`src/rtl/uart_tx_arbiter_pkg.sv`:
```
// Shared types and helpers for the round-robin UART transmit arbiter.
// Used by uart_tx_arbiter and rr_priority_picker.
package Definitions;

    typedef enum logic [1:0] {
        IDLE,
        LOAD,
        WAIT_BUSY,
        WAIT_DONE
    } uart_arb_state_e;

    // Never returns 0 so a single requester still gets a 1-bit index.
    function automatic int CeilLog2(input int n);
        int r;
        r = 0;
        while ((1 << r) < n) r++;
        return (r < 1) ? 1 : r;
    endfunction

endpackage

```
`src/rtl/uart_tx_arbiter_rr_priority_picker.sv`:
```
// Combinational round-robin picker: first set request at or above ptr,
// wrapping modulo NUM_REQ.
module rr_priority_picker
    import Definitions::*;
#(
    parameter int NUM_REQ = 4,
    parameter int IDW     = CeilLog2(NUM_REQ)
) (
    input  logic [NUM_REQ-1:0] req_i,
    input  logic [IDW-1:0]     ptr_i,
    output logic               valid_o,
    output logic [NUM_REQ-1:0] onehot_o,
    output logic [IDW-1:0]     idx_o
);

    localparam logic [IDW:0] NQ = (IDW+1)'(NUM_REQ);

    logic [2*NUM_REQ-1:0] dbl;
    logic [NUM_REQ-1:0]   rot;
    logic [IDW:0]         off;
    logic [IDW:0]         sum;

    always_comb begin
        // Rotate so that bit 0 is the requester at ptr.
        dbl = {req_i, req_i} >> ptr_i;
        rot = dbl[NUM_REQ-1:0];
        off = '0;
        for (int k = NUM_REQ - 1; k >= 0; k--) begin
            if (rot[k]) off = (IDW+1)'(k);
        end
        sum = {1'b0, ptr_i} + off;
        if (sum >= NQ) sum = sum - NQ;
        valid_o  = |req_i;
        idx_o    = sum[IDW-1:0];
        onehot_o = '0;
        for (int i = 0; i < NUM_REQ; i++) begin
            onehot_o[i] = valid_o && (idx_o == IDW'(i));
        end
    end

endmodule

```
`src/rtl/uart_tx_arbiter.sv`:
```
// Round-robin arbiter/sequencer sharing one UART TX between NUM_REQ blocks.
// Define UART_ARB_ID_HEADER_EN to prefix each payload with a winner-id frame.
module uart_tx_arbiter
    import Definitions::*;
#(
    parameter int WORD_LENGHT = 8,
    parameter int NUM_REQ     = 4
) (
    input  logic                           clk,
    input  logic                           rst,
    input  logic [NUM_REQ-1:0]             req,
    input  logic [NUM_REQ*WORD_LENGHT-1:0] req_data,
    output logic [NUM_REQ-1:0]             grant,
    output logic [WORD_LENGHT-1:0]         tx_data,
    output logic                           tx_send,
    input  logic                           tx_busy,
    output logic                           busy,
    output logic [CeilLog2(NUM_REQ)-1:0]   last_id
);

    localparam int IDW = CeilLog2(NUM_REQ);
    localparam logic [IDW-1:0] LAST = IDW'(NUM_REQ - 1);

    uart_arb_state_e        state_q;
    logic [IDW-1:0]         ptr_q;
    logic [NUM_REQ-1:0]     grant_q;
    logic [WORD_LENGHT-1:0] tx_data_q;
    logic                   tx_send_q;
    logic [IDW-1:0]         last_id_q;
`ifdef UART_ARB_ID_HEADER_EN
    logic [WORD_LENGHT-1:0] payload_q;
    logic                   phase_q;
`endif

    logic                   pick_valid;
    logic [NUM_REQ-1:0]     pick_oh;
    logic [IDW-1:0]         pick_idx;
    logic [WORD_LENGHT-1:0] win_data;

    rr_priority_picker #(
        .NUM_REQ (NUM_REQ),
        .IDW     (IDW)
    ) u_picker (
        .req_i    (req),
        .ptr_i    (ptr_q),
        .valid_o  (pick_valid),
        .onehot_o (pick_oh),
        .idx_o    (pick_idx)
    );

    always_comb begin
        win_data = '0;
        for (int i = 0; i < NUM_REQ; i++) begin
            if (pick_oh[i]) win_data = req_data[i*WORD_LENGHT +: WORD_LENGHT];
        end
    end

    always_ff @(posedge clk) begin
        if (rst) begin
            state_q   <= IDLE;
            ptr_q     <= '0;
            grant_q   <= '0;
            tx_data_q <= '0;
            tx_send_q <= 1'b0;
            last_id_q <= '0;
`ifdef UART_ARB_ID_HEADER_EN
            payload_q <= '0;
            phase_q   <= 1'b0;
`endif
        end else begin
            grant_q <= '0;
            unique case (state_q)
                IDLE: begin
                    if (!tx_busy && pick_valid) begin
                        grant_q   <= pick_oh;
                        last_id_q <= pick_idx;
                        ptr_q     <= (pick_idx == LAST) ? '0 : pick_idx + 1'b1;
`ifdef UART_ARB_ID_HEADER_EN
                        tx_data_q <= WORD_LENGHT'(pick_idx);
                        payload_q <= win_data;
                        phase_q   <= 1'b0;
`else
                        tx_data_q <= win_data;
`endif
                        state_q   <= LOAD;
                    end
                end
                LOAD: begin
                    tx_send_q <= 1'b1;
                    state_q   <= WAIT_BUSY;
                end
                WAIT_BUSY: begin
                    if (tx_busy) begin
                        tx_send_q <= 1'b0;
                        state_q   <= WAIT_DONE;
                    end
                end
                WAIT_DONE: begin
                    if (!tx_busy) begin
`ifdef UART_ARB_ID_HEADER_EN
                        // Header frame done: queue the payload frame.
                        if (!phase_q) begin
                            phase_q   <= 1'b1;
                            tx_data_q <= payload_q;
                            state_q   <= LOAD;
                        end else begin
                            state_q <= IDLE;
                        end
`else
                        state_q <= IDLE;
`endif
                    end
                end
            endcase
        end
    end

    assign grant   = grant_q;
    assign tx_data = tx_data_q;
    assign tx_send = tx_send_q;
    assign last_id = last_id_q;
    assign busy    = (state_q != IDLE);

endmodule

```
`config.mk`:
```
export PLATFORM = sky130hd
export DESIGN_NAME = uart_tx_arbiter
export DESIGN_NICKNAME = d
export VERILOG_FILES = /design/src/rtl/uart_tx_arbiter_pkg.sv /design/src/rtl/uart_tx_arbiter_rr_priority_picker.sv /design/src/rtl/uart_tx_arbiter.sv
export SDC_FILE = /design/constraint.sdc
export NUM_CORES = 1
export LEC_CHECK = 0
export ABC_AREA = 1
export CORE_MARGIN = 2
export CORE_UTILIZATION = 46
export CTS_CLUSTER_DIAMETER = 120
export DETAILED_ROUTE_END_ITERATION = 10
export DONT_BUFFER_PORTS = 1
export SYNTH_ARGS = -nofsm -noshare
export SYNTH_HDL_FRONTEND = slang
export SYNTH_SLANG_ARGS = --single-unit
```
`constraint.sdc`:
```
create_clock -name clk -period 3 [get_ports clk]
set_input_delay 0.3 -clock clk [delete_from_list [all_inputs] [get_ports clk]]
set_output_delay 0.3 -clock clk [all_outputs]
set_load 0.03 [all_outputs]
```
==> results.txt <==
Status = completed
Top achievable clock speed = 382 MHz
Power share of the sequential group = 0.275
Count of inserted antenna diode cells = 0
Type of element capturing the critical path = flop
Largest net degree at the start of global routing = 31
Congestion Overflow GR = 0
Design area = 0.00144 mm2
Relative slew slack = 0.635
Synthesis-stage register bit count = 19
Row Count = 20
First-pass GRT wire length = 5470 um
Max-cap check violation count = 0
Finished Layout Cells = 265
Slack of the worst reg-to-reg path = 0.38 ns
Clock latency on the worst-skew pair = 0.29 ns
Routed wirelength normalized by instance count = 12.2 um
Quantity of I/O buffers inserted on ports = 0
Reported leakage power = 0.000768 uW
Starting Density = 0.480
Power density relative to cell area = 1540 mW/mm2
Final count of hold timing violations = 0
Clock slew at reported path FFs = 0.10 ns
Antenna violations before repair = 0
Sw Ratio = 0.577
# DRC = 0
Worst clock skew = 0.00480 ns
Register area share after synthesis = 0.264
Netlist cell types = 20
Num ports = 55
Start-to-end type of the worst setup path = flop to flop
Total global-route track usage = 0.196
Final-report max-slew violation count = 0
Critical Path Source Type = flop
Internal power component = 934 uW
Worst hold slack = 0.0653 ns
Core outline area = 0.00300 mm2
Number of violations reported at the end of detailed-routing iteration 0 = 146
Via density per instance = 5.26
Part of the cycle the worst path needs = 0.873
Maximum VDD drop = 0.553 mV
Post-DRT Antenna Nets = 0
Relative contribution of the clock network to total power = 0.056
Min Clock Period, post-route = 2.62 ns
Mean post-synth cell area = 6.03 um2
Root buffer cell = clkbuf_4
CTS tree = yes
Detailed-route wire length = 3220 um
Instance count of the mapped netlist = 239
Setup_tns = 0 ns
GPL Wtd Cong = 0.855
Clock sinks = 19
Via count = 1,394
Die Width = 60.0 um
Hold buffers post-CTS = 0
Worst Tran Pin Value = 0.545 ns
RSZ-0062 raised after global routing = false
Final Setup Violations = 0
Fin nets = 282
First-pass iteration count of the detailed router = 4
Buffer depth of the longest clock path = 2
H-tree depth = 1
Required time of the worst setup path = 3.22 ns
Die Outline Area = 0.00359 mm2
Setup fix buffers added after clock tree synthesis = 0
Top fanout value on the critical path = 17
Post-CTS resize count = 0
Area of the mapped netlist = 0.00144 mm2
Yosys warns = 0
Placed standard-cell area = 0.00141 mm2
Worst hold path class = input port to flop
Area growth syn-to-layout = -0.347%
Share of power burned in combinational logic = 0.669
Arrival time at the worst endpoint = 2.84 ns
Net count after synthesis = 288
Total clock buffers created by CTS = 3
Cell count after placement = 261
Net load switching power = 1280 uW
Total half-perimeter wirelength after legalization and detailed placement = 2530 um
Proportion of layout cells with a drive suffix above 1 = 0.0474
Via count of the first global-routing pass = 1,334
Vertical extent of the die = 60.0 um
==> worst max-delay path, cell delays in order (launching register included) <==
cell and delay, ns:
dfxtp_2 0.40, inv_1 0.09, nand2_1 0.08, nand3_1 0.07, nand2_1 0.09, nand3_1 0.06
a21boi_0 0.17, ha_1 0.19, xnor2_1 0.15, nand3_1 0.13, nand2_1 0.13, inv_1 0.07
ha_2 0.27, nor2_1 0.16, nand3_1 0.10, nand2_1 0.10, nand2_1 0.06, nand2_1 0.06
nand2_1 0.06, a21oi_1 0.11
==> flip-flops by register name, indices dropped and copies added (netlist names) <==
name     count
tx_data      8
grant        4
last_id      2
ptr_q        2
state_q      2
tx_send      1
==> path summary, 6_finish.rpt <==
kind,startpoint,to,cells past startpoint
worst max-delay path,ptr_q[0]$_SDFFE_PP0P_,tx_data[6]$_SDFFE_PP0P_,19
worst min-delay path,rst,tx_data[1]$_SDFFE_PP0P_,1
worst max register to register,ptr_q[0]$_SDFFE_PP0P_,tx_data[6]$_SDFFE_PP0P_,19
worst min register to register,ptr_q[0]$_SDFFE_PP0P_,ptr_q[0]$_SDFFE_PP0P_,2
==> synth_stat cells <==
| library cell | count | area, um2 |
|---|---|---|
| nor2_1 | 32 | 120 |
| buf_4 | 2 | 15.0 |
| xnor2_1 | 1 | 8.76 |
| nand2_2 | 3 | 18.8 |
| buf_2 | 4 | 20.0 |
| a21boi_0 | 1 | 7.51 |
| o21a_1 | 1 | 7.51 |
| nand3_4 | 1 | 17.5 |
| nor3_1 | 2 | 10.0 |
| a21oi_1 | 14 | 70.1 |
| clkbuf_1 | 2 | 7.51 |
| dfxtp_1 | 19 | 380 |
| inv_2 | 1 | 3.75 |
| nand2_1 | 74 | 278 |
| o21ai_0 | 3 | 15.0 |
| ha_1 | 10 | 125 |
| inv_1 | 29 | 109 |
| o31ai_2 | 1 | 12.5 |
| buf_6 | 3 | 33.8 |
| nand3_1 | 36 | 180 |
==> power by group through the flow <==
stage          registers [uW]  logic [uW]  clock network (uW)
2_1_floorplan             590        1260                   0
3_3_place_gp              610        1420                   0
3_5_place_dp              615        1460                   0
4_1_cts                   609        1470                 131
5_1_grt                   628        1730                 144
6_report                  608        1480                 123
==> metrics by stage <==
| stage | setup WS (ns) | util | total power, uW |
|---|---|---|---|
| after global routing | 0.0411 | 0.478 | 2510 |
| after CTS | 0.162 | 0.477 | 2210 |
| final | 0.382 | 0.478 | 2210 |
| after floorplan | 0.517 | - | 1850 |
| after detailed placement | 0.185 | 0.468 | 2080 |
| after global placement | 0.356 | 0.468 | 2030 |
==> metal layers <==
layer	track usage	part of all wire
met1	0.246	0.47
met2	0.323	0.46
met3	0.0541	0.069
met4	0.0603	0.0056
met5	0	0
==> area by class of cell <==
type / instances / area [um2]
clock buffers: 4 / 26.3
fillers: 336 / 1570
inverters: 30 / 113
multi-input cells: 179 / 873
flip-flops and latches: 19 / 382
well taps: 33 / 41.3
==> layout by cell type (no fill, tap or decap) <==
master | netlist | routed
nand2_1 | 74 | 74
dfxtp_1 | 19 | 18
inv_2 | 1 | 1
o31ai_2 | 1 | 1
nor3_1 | 2 | 2
o21a_1 | 1 | 1
dfxtp_2 | 0 | 1
xnor2_1 | 1 | 1
clkbuf_4 | 0 | 3
nand2_2 | 3 | 3
ha_1 | 10 | 9
ha_2 | 0 | 1
inv_1 | 29 | 29
a21boi_0 | 1 | 1
nor2_1 | 32 | 32
clkbuf_1 | 2 | 1
nand3_4 | 1 | 1
nand3_1 | 36 | 36
o21ai_0 | 3 | 3
a21oi_1 | 14 | 14
==> logic make-up (layout without fill, tap and decap cells) <==
logic type | count (synthesis) | in the layout | share of synthesized area
buffers and inverters | 41 | 34 | 0.131
AO/OA/AOI/OAI | 20 | 20 | 0.0782
XOR/XNOR | 1 | 1 | 0.00608
AND/OR/NAND/NOR | 148 | 148 | 0.434
adder cells (fa/ha/maj) | 10 | 10 | 0.0869
flip-flops | 19 | 19 | 0.264
Note: power is estimated with default switching activity, not from simulation.
